--- src/rtl/gowin_tl_pkg.sv ---
// Shared types for the Gowin TL adapters: FSM state encoding, the internal beat
// record and the end-offset to per-DW valid mask helper.
package gowin_tl_pkg;

    localparam int unsigned MaxDw   = 8;
    localparam int unsigned MaxW    = 256;
    localparam int unsigned OffMaxW = 3;

    typedef enum logic [1:0] {
        StIdle,
        StPkt,
        StDrain
    } tx_state_e;

    // Sized for the widest configuration; narrower builds leave the top bits zero.
    typedef struct packed {
        logic             sop;
        logic             eop;
        logic [MaxDw-1:0] valid;
        logic [MaxW-1:0]  data;
    } tl_beat_t;

    function automatic logic [MaxDw-1:0] end_offset_to_mask(input logic [OffMaxW-1:0] offset);
        logic [MaxDw-1:0] mask;
        for (int unsigned i = 0; i < MaxDw; i++) begin
            mask[i] = (i <= 32'(offset));
        end
        return mask;
    endfunction

endpackage

--- src/rtl/gowin_tl_tx_adapter_if.sv ---
// Upstream RIFFA TX TLP stream (start/end/end-offset framing) feeding the TL TX adapter.
interface gowin_tl_tx_adapter_if #(
    parameter int unsigned C_PCI_DATA_WIDTH = 256
);
    localparam int unsigned NDW  = C_PCI_DATA_WIDTH / 32;
    localparam int unsigned OffW = $clog2(NDW);

    logic [C_PCI_DATA_WIDTH-1:0] TX_TLP;
    logic                        TX_TLP_VALID;
    logic                        TX_TLP_READY;
    logic                        TX_TLP_START_FLAG;
    logic                        TX_TLP_END_FLAG;
    logic [OffW-1:0]             TX_TLP_END_OFFSET;

    modport master (
        output TX_TLP,
        output TX_TLP_VALID,
        input  TX_TLP_READY,
        output TX_TLP_START_FLAG,
        output TX_TLP_END_FLAG,
        output TX_TLP_END_OFFSET
    );

    modport slave (
        input  TX_TLP,
        input  TX_TLP_VALID,
        output TX_TLP_READY,
        input  TX_TLP_START_FLAG,
        input  TX_TLP_END_FLAG,
        input  TX_TLP_END_OFFSET
    );

endinterface

--- src/rtl/gowin_tl_skid_buf.sv ---
// Output register plus one skid entry: registered in_ready, output held while out_wait,
// flush empties both stages.
module gowin_tl_skid_buf
    import gowin_tl_pkg::*;
(
    input  logic     clk,
    input  logic     rst_n,
    input  logic     flush,
    input  logic     allow,
    input  logic     in_valid,
    input  tl_beat_t in_beat,
    output logic     in_ready,
    output tl_beat_t out_beat,
    input  logic     out_wait
);

    tl_beat_t out_q, out_d, skid_q, skid_d;
    logic     out_valid_q, out_valid_d;
    logic     skid_valid_q, skid_valid_d;
    logic     ready_q, ready_d;
    logic     out_free;

    always_ff @(posedge clk) begin
        if (!rst_n) begin
            out_q        <= '0;
            skid_q       <= '0;
            out_valid_q  <= 1'b0;
            skid_valid_q <= 1'b0;
            ready_q      <= 1'b0;
        end else begin
            out_q        <= out_d;
            skid_q       <= skid_d;
            out_valid_q  <= out_valid_d;
            skid_valid_q <= skid_valid_d;
            ready_q      <= ready_d;
        end
    end

    // in_valid only arrives while ready_q is high, i.e. with the skid entry empty.
    always_comb begin
        out_free     = !out_valid_q || !out_wait;
        out_d        = out_q;
        out_valid_d  = out_valid_q;
        skid_d       = skid_q;
        skid_valid_d = skid_valid_q;
        if (flush) begin
            out_d        = '0;
            out_valid_d  = 1'b0;
            skid_d       = '0;
            skid_valid_d = 1'b0;
        end else if (skid_valid_q) begin
            if (out_free) begin
                out_d        = skid_q;
                out_valid_d  = 1'b1;
                skid_d       = '0;
                skid_valid_d = 1'b0;
            end
        end else if (in_valid) begin
            if (out_free) begin
                out_d       = in_beat;
                out_valid_d = 1'b1;
            end else begin
                skid_d       = in_beat;
                skid_valid_d = 1'b1;
            end
        end else if (out_free) begin
            out_d       = '0;
            out_valid_d = 1'b0;
        end
        ready_d = !skid_valid_d && allow;
    end

    assign in_ready = ready_q;
    assign out_beat = out_q;

endmodule

--- src/rtl/gowin_tl_tx_adapter.sv ---
// RIFFA TX TLP stream to Gowin PCIE_Controller_Top TL TX port; framing FSM, DW mask, link flush.
// Optional GOWIN_TL_TX_ERR_EN adds the sticky ERR_O port (orphan, nested START, link flush).
module gowin_tl_tx_adapter
    import gowin_tl_pkg::*;
#(
    parameter int unsigned C_PCI_DATA_WIDTH = 256
) (
    input  logic                             clk,
    input  logic                             rst_n,
    input  logic                             LINKUP_I,
    gowin_tl_tx_adapter_if.slave             tx,
    output logic                             PCIE_TL_TX_SOP_O,
    output logic                             PCIE_TL_TX_EOP_O,
    output logic [C_PCI_DATA_WIDTH-1:0]      PCIE_TL_TX_DATA_O,
    output logic [C_PCI_DATA_WIDTH/32-1:0]   PCIE_TL_TX_VALID_O,
    input  logic                             PCIE_TL_TX_WAIT_I
`ifdef GOWIN_TL_TX_ERR_EN
    ,
    output logic [2:0]                       ERR_O
`endif
);

    localparam int unsigned NDW = C_PCI_DATA_WIDTH / 32;

    tx_state_e        state_q, state_d;
    logic             link_q;
    logic             link_fall;
    logic             accept;
    logic             fwd;
    logic             sop;
    logic [MaxDw-1:0] end_mask;
    tl_beat_t         in_beat;
    tl_beat_t         out_beat;

    assign link_fall = link_q && !LINKUP_I;
    assign accept    = tx.TX_TLP_VALID && tx.TX_TLP_READY;

    always_ff @(posedge clk) begin
        if (!rst_n) begin
            state_q <= StIdle;
            link_q  <= 1'b0;
        end else begin
            state_q <= state_d;
            link_q  <= LINKUP_I;
        end
    end

    // A TLP left open by a link drop is drained up to its END beat.
    always_comb begin
        state_d = state_q;
        if (accept) begin
            unique case (state_q)
                StIdle:  if (tx.TX_TLP_START_FLAG && !tx.TX_TLP_END_FLAG) state_d = StPkt;
                StPkt:   if (tx.TX_TLP_END_FLAG) state_d = StIdle;
                StDrain: if (tx.TX_TLP_END_FLAG) state_d = StIdle;
                default: state_d = StIdle;
            endcase
        end
        if (link_fall && state_d == StPkt) begin
            state_d = StDrain;
        end
    end

`ifdef GOWIN_TL_TX_ERR_EN
    logic [2:0] err_set, err_q;
`endif

    always_comb begin
        fwd = 1'b0;
        sop = 1'b0;
`ifdef GOWIN_TL_TX_ERR_EN
        err_set = {link_fall, 2'b00};
`endif
        if (accept) begin
            unique case (state_q)
                StIdle: begin
                    fwd = tx.TX_TLP_START_FLAG;
                    sop = tx.TX_TLP_START_FLAG;
`ifdef GOWIN_TL_TX_ERR_EN
                    err_set[0] = !tx.TX_TLP_START_FLAG;
`endif
                end
                StPkt: begin
                    fwd = 1'b1;
`ifdef GOWIN_TL_TX_ERR_EN
                    err_set[1] = tx.TX_TLP_START_FLAG;
`endif
                end
                default: ;
            endcase
        end
    end

`ifdef GOWIN_TL_TX_ERR_EN
    always_ff @(posedge clk) begin
        if (!rst_n) begin
            err_q <= '0;
        end else begin
            err_q <= err_q | err_set;
        end
    end

    assign ERR_O = err_q;
`endif

    assign end_mask = end_offset_to_mask(OffMaxW'(tx.TX_TLP_END_OFFSET));

    always_comb begin
        in_beat                             = '0;
        in_beat.sop                         = sop;
        in_beat.eop                         = tx.TX_TLP_END_FLAG;
        in_beat.valid[NDW-1:0]              = tx.TX_TLP_END_FLAG ? end_mask[NDW-1:0] : '1;
        in_beat.data[C_PCI_DATA_WIDTH-1:0]  = tx.TX_TLP;
    end

    gowin_tl_skid_buf u_skid (
        .clk      (clk),
        .rst_n    (rst_n),
        .flush    (link_fall),
        .allow    ((state_d == StDrain) || LINKUP_I),
        .in_valid (fwd),
        .in_beat  (in_beat),
        .in_ready (tx.TX_TLP_READY),
        .out_beat (out_beat),
        .out_wait (PCIE_TL_TX_WAIT_I)
    );

    assign PCIE_TL_TX_SOP_O   = out_beat.sop;
    assign PCIE_TL_TX_EOP_O   = out_beat.eop;
    assign PCIE_TL_TX_DATA_O  = out_beat.data[C_PCI_DATA_WIDTH-1:0];
    assign PCIE_TL_TX_VALID_O = out_beat.valid[NDW-1:0];

endmodule

--- src/flat_wrapper.sv ---
// flat-port wrapper written by rule: the top's interface ports become plain ports
module gowin_tl_tx_adapter_flat import gowin_tl_pkg::*;
#(
    parameter int unsigned C_PCI_DATA_WIDTH = 256
)
  (clk, rst_n, LINKUP_I, PCIE_TL_TX_SOP_O, PCIE_TL_TX_EOP_O, PCIE_TL_TX_DATA_O, PCIE_TL_TX_VALID_O, PCIE_TL_TX_WAIT_I, tx_TX_TLP, tx_TX_TLP_VALID, tx_TX_TLP_READY, tx_TX_TLP_START_FLAG, tx_TX_TLP_END_FLAG, tx_TX_TLP_END_OFFSET);
  gowin_tl_tx_adapter_if #(.C_PCI_DATA_WIDTH(C_PCI_DATA_WIDTH)) tx_i ();
  input  logic clk;
  input  logic rst_n;
  input  logic LINKUP_I;
  output logic PCIE_TL_TX_SOP_O;
  output logic PCIE_TL_TX_EOP_O;
  output logic [C_PCI_DATA_WIDTH-1:0] PCIE_TL_TX_DATA_O;
  output logic [C_PCI_DATA_WIDTH/32-1:0] PCIE_TL_TX_VALID_O;
  input  logic PCIE_TL_TX_WAIT_I;
  input wire logic [$bits(tx_i.TX_TLP)-1:0] tx_TX_TLP;
  input wire logic [$bits(tx_i.TX_TLP_VALID)-1:0] tx_TX_TLP_VALID;
  output wire logic [$bits(tx_i.TX_TLP_READY)-1:0] tx_TX_TLP_READY;
  input wire logic [$bits(tx_i.TX_TLP_START_FLAG)-1:0] tx_TX_TLP_START_FLAG;
  input wire logic [$bits(tx_i.TX_TLP_END_FLAG)-1:0] tx_TX_TLP_END_FLAG;
  input wire logic [$bits(tx_i.TX_TLP_END_OFFSET)-1:0] tx_TX_TLP_END_OFFSET;
  assign tx_i.TX_TLP = tx_TX_TLP;
  assign tx_i.TX_TLP_VALID = tx_TX_TLP_VALID;
  assign tx_TX_TLP_READY = tx_i.TX_TLP_READY;
  assign tx_i.TX_TLP_START_FLAG = tx_TX_TLP_START_FLAG;
  assign tx_i.TX_TLP_END_FLAG = tx_TX_TLP_END_FLAG;
  assign tx_i.TX_TLP_END_OFFSET = tx_TX_TLP_END_OFFSET;
  gowin_tl_tx_adapter #(.C_PCI_DATA_WIDTH(C_PCI_DATA_WIDTH)) u_core (.clk(clk), .rst_n(rst_n), .LINKUP_I(LINKUP_I), .tx(tx_i), .PCIE_TL_TX_SOP_O(PCIE_TL_TX_SOP_O), .PCIE_TL_TX_EOP_O(PCIE_TL_TX_EOP_O), .PCIE_TL_TX_DATA_O(PCIE_TL_TX_DATA_O), .PCIE_TL_TX_VALID_O(PCIE_TL_TX_VALID_O), .PCIE_TL_TX_WAIT_I(PCIE_TL_TX_WAIT_I));
endmodule
--- config.mk ---
export PLATFORM = sky130hd
export DESIGN_NAME = gowin_tl_tx_adapter_flat
export DESIGN_NICKNAME = d
export VERILOG_FILES = /design/src/rtl/gowin_tl_pkg.sv /design/src/rtl/gowin_tl_tx_adapter_if.sv /design/src/rtl/gowin_tl_skid_buf.sv /design/src/rtl/gowin_tl_tx_adapter.sv /design/src/flat_wrapper.sv
export SDC_FILE = /design/constraint.sdc
export NUM_CORES = 1
export LEC_CHECK = 0
export BUFFER_PORTS_ARGS = -buffer_cell sky130_fd_sc_hd__buf_2
export CAP_MARGIN = 20
export CORE_MARGIN = 3
export CORE_UTILIZATION = 35
export CTS_CLUSTER_DIAMETER = 40
export DETAILED_ROUTE_END_ITERATION = 10
export PLACE_DENSITY = 0.55
export SETUP_SLACK_MARGIN = 0.1
export SYNTH_ARGS = -nofsm -noshare
export SYNTH_HDL_FRONTEND = slang
export SYNTH_SLANG_ARGS = --single-unit
--- constraint.sdc ---
create_clock -name clk -period 2 [get_ports clk]
set_input_delay 0.2 -clock clk [delete_from_list [all_inputs] [get_ports clk]]
set_output_delay 0.2 -clock clk [all_outputs]
set_load 0.02 [all_outputs]
==> metrics.md <==
| Metric | Value |
|---|---|
| Pleak | `~13 nW` |
| Synth Area in Compound Gates | `0.186` |
| Num CTS Buffers | `between 80 and 90` |
| Worst path cell trace | `inv_4 -> ha_4 -> a21oi_4 -> buf_6 -> or3_4 -> buf_12 -> buf_6 -> nand3_1 -> nand2_1` |
| Initial DRC count | `around 1.8k` |
| Count of final hold-check violations | `0` |
| Post-DP HPWL | `~48000 µm` |
| Worst Slack Setup Final | `between 0.1 and 0.15 ns` |
| Area Growth Syn to Fin | `47.6%` |
| Pwr per Cell Area | `971 nW/µm²` |
| Mux contribution to synthesized area | `0` |
| Max clock buf depth | `3` |
| Worst setup endpoint | `u_core.u_skid.skid_q[75]$_SDFFE_PP0P_` |
| Avg WL per Cell | `19.6 µm` |
| #FFs+latches synth | `538` |
| Slew @ Worst Pin | `between 0.8 and 0.9 ns` |
| Slowest cell on the critical path | `or3_4` |
| CP Class | `reg2reg` |
| Synth Instances | `about 2.5k` |
| Global route overflow | `0` |
| Average cell area after synthesis | `8.47 µm²` |
| Largest net degree at the start of global routing | `109` |
| H-tree depth | `3` |
| IO Count | `533` |
| Fin. max-slew vios | `0` |
| CTS root buf | `clkbuf_16` |
| Routed wire length | `about 79000 µm` |
| Worst-Skew Late Latency | `0.63 ns` |
| HP Class | `in2reg` |
| CP Launch Type | `flop` |
| Synth Area in XOR/XNOR | `0` |
| Vias | `between 20k and 25k` |
| Vias per inst | `around 5.5` |
| Num Clock Sinks | `between 500 and 600` |
| Gpl congestion | `roughly 0.82` |
| Final Util | `0.527` |
| Number of setup violations in the final report | `0` |
| Post-synth net total | `between 2k and 3k` |
| Total Routing Usage GR | `0.240` |
| Filler cells | `roughly 5.3k` |
| Critical Path Sink Type | `flop` |
| R2r endpoint | `u_core.u_skid.skid_q[75]$_SDFFE_PP0P_` |
| Clock tree from TritonCTS | `done` |
| Achievable Freq | `539 MHz` |
| Rel. slew slack | `0.410` |
| RSZ-0062 raised after global routing | `no` |
| Port Buf Inserts | `between 500 and 600` |
| Remaining DRCs | `0` |
| Crit path depth | `9` |
| Arrival time at the worst endpoint | `approximately 2.4 ns` |
| Share of layout cells above drive strength 1 | `0.252` |
| Max incr delay on CP | `roughly 0.46 ns` |
| Area of the multi-input gates | `around 8800 µm²` |
| IR Drop Worst-Case VDD | `~0.0008 V` |
| Register Area | `10800 µm²` |
| Final-stage net count | `approximately 3.4k` |
| Chip Width | `249 µm` |
| R2R cell count | `9` |
| Row cnt | `between 80 and 90` |
| Antenna-violating nets left | `0` |
| Number of global-route vias before repair | `approximately 22k` |
| Die Ht | `between 200 and 250 µm` |
| Final Skew | `approximately 0.022 ns` |
| Die area | `slightly above 60000 µm²` |
| Core area | `slightly below 60000 µm²` |
| Worst setup startpoint | `u_core.state_q[0]$_SDFF_PN0_` |
| Simple-Gate Fraction of Synth Area | `0.231` |
| Critical path required time | `2.50 ns` |
| Max_cap viols | `0` |
| Min-delay src | `tx_TX_TLP_VALID` |
| Most common cell on crit path | `buf_6` |
| Fin crit share | `0.928` |
| Initial antenna violation count | `9` |
| Crit path time final | `between 1.5 and 2 ns` |
| Worst Path Buf+Inv | `4` |
| Starting Density | `0.357` |
| Worst Path Max Fanout | `14` |
| Yosys cell types | `36` |
| Synth Cell Area | `a little over 20000 µm²` |
| Yosys warning count | `0` |
| Outcome | `finished clean` |
| Hold Slack | `around 0.088 ns` |
| First-pass GRT wire length | `122000 µm` |
| Worst r2r src | `u_core.state_q[0]$_SDFF_PN0_` |
| CTS clk-pin slew, worst paths | `0.05 ns` |
| Post-synthesis sequential area ratio | `0.519` |
| Largest family of logic cells by synthesized area | `simple AND/OR/NAND/NOR gates` |
| Pre-CTS WS | `-0.0125 ns` |
| Synth Area in Adders | `0.00181` |
| Critical path's top delay family | `simple AND/OR/NAND/NOR gates` |
| 1st-pass router iterations | `6` |
| R2r setup slk | `between 0.1 and 0.15 ns` |
[power breakdown]
part / switching (mW) / total (mW) / internal [mW]
clock: 5.67 / 16.8 / 11.1
combinational: 1.14 / 2.08 / 0.936
sequential: 0.0663 / 10.9 / 10.8
[how the worst min path moves through the flow]
| stage | depth (start not counted) | to | slack, ns |
|---|---|---|---|
| final | 3 | u_core.u_skid.skid_valid_q$_SDFF_PN0_ | 0.09 |
| after global routing | 5 | u_core.u_skid.out_beat[265]$_SDFFE_PP0P_ | 0.14 |
| after CTS | 3 | u_core.u_skid.skid_valid_q$_SDFF_PN0_ | 0.04 |
| after detailed placement | 3 | u_core.u_skid.skid_q[174]$_SDFFE_PP0P_ | 0.43 |
| after global placement | 3 | u_core.u_skid.skid_q[203]$_SDFFE_PP0P_ | 0.42 |
| after floorplan | 1 | u_core.link_q$_SDFF_PN0_ | 0.32 |
[routing by layer]
| metal | vias up | GRT usage | routed length, µm |
|---|---|---|---|
| met5 | - | 0 | 28 |
| met2 | 911 | 0.386 | 36600 |
| met1 | 10686 | 0.306 | 33100 |
| met4 | 4 | 0.114 | 3810 |
| met3 | 235 | 0.0537 | 5110 |
| li1 | 10335 | - | - |
[state kept, by name, indices dropped and copies added, names as in the netlist]
| register | flops |
|---|---|
| u_core.u_skid.in_ready | 1 |
| u_core.state_q | 2 |
| u_core.u_skid.skid_q | 266 |
| u_core.u_skid.out_valid_q | 1 |
| u_core.u_skid.out_beat | 266 |
| u_core.link_q | 1 |
| u_core.u_skid.skid_valid_q | 1 |
[final cells by class]
type | instances | area share
clock buffers | 104 | 0.0789
inverters | 4 | 0.000654
flip-flops and latches | 538 | 0.352
diodes | 9 | 0.000736
multi-input cells | 1646 | 0.289
well taps | 765 | 0.0313
repair buffers | 892 | 0.219
clock inverters | 59 | 0.0293
[worst reg2reg max path, cell delays in order (launching register included)]
cell,delay [ns]
dfxtp_4,0.36
inv_4,0.06
ha_4,0.13
a21oi_4,0.06
buf_6,0.13
or3_4,0.47
buf_12,0.19
buf_6,0.17
nand3_1,0.10
nand2_1,0.06
[cell usage after synthesis]
cell type	count	area share
and3b_1	1	0.00042
and2_1	2	0.00060
o31a_1	1	0.00042
a21oi_2	1	0.00042
nor2_4	1	0.00054
dfxtp_1	538	0.52
a22oi_1	4	0.0014
nand2_1	268	0.048
a21oi_1	13	0.0031
o31ai_1	2	0.00072
a221oi_1	260	0.11
or3_1	3	0.00090
inv_1	4	0.00072
o211a_1	1	0.00048
clkbuf_1	151	0.027
nor2b_2	1	0.00042
ha_1	3	0.0018
a31oi_1	3	0.00090
nand3_1	523	0.13
nand4_1	1	0.00030
nand2_2	1	0.00030
a21o_1	1	0.00036
buf_6	28	0.015
a41oi_1	1	0.00042
nand2b_1	3	0.00090
buf_1	20	0.0036
nand3b_1	1	0.00036
buf_2	63	0.015
nor2_1	268	0.048
nand4b_1	1	0.00042
nand3b_4	1	0.00097
nor3_4	1	0.00078
a211oi_4	1	0.00097
nor3_1	3	0.00072
o21ai_0	273	0.066
a211oi_1	3	0.0011
[cells in the final DEF, fill, tap and decap left out, drive strengths merged, types with 20 or more instances in the layout]
cell	synthesis	routed
clkinv	0	20
nand2	269	269
buf	111	625
a221oi	260	260
clkbuf	151	106
dlygate4sd3	0	264
nand3	523	523
dfxtp	538	538
o21ai	273	273
nor2	269	269
[metrics by stage]
| stage | total power [mW] | TNS, ns | area, µm² | cells |
|---|---|---|---|---|
| CTS | 30.0 | 0 | 30400 | 4003 |
| floorplan | 11.9 | 0 | 20700 | 2450 |
| detailed placement | 12.7 | -0.0225 | 24300 | 3571 |
| global route | 30.7 | 0 | 30600 | 4014 |
| global placement | 12.7 | 0 | 24300 | 3571 |
| finish | 29.7 | 0 | 30600 | 4017 |
[logic make-up after synthesis]
family          after synthesis
simple gates               1079
compound gates              564
flops                       538
buf+inv                     266
fa+ha+maj                     3
[repair_timing]
action	CTS	global route
setup buffers	4	3
gates resized for setup	12	25
gates cloned	1	2
hold endpoints to repair	523	0
hold buffers	264	0
setup endpoints to repair	144	326
pin swaps	4	4
No activity file was read; power rests on OpenSTA's default activity.
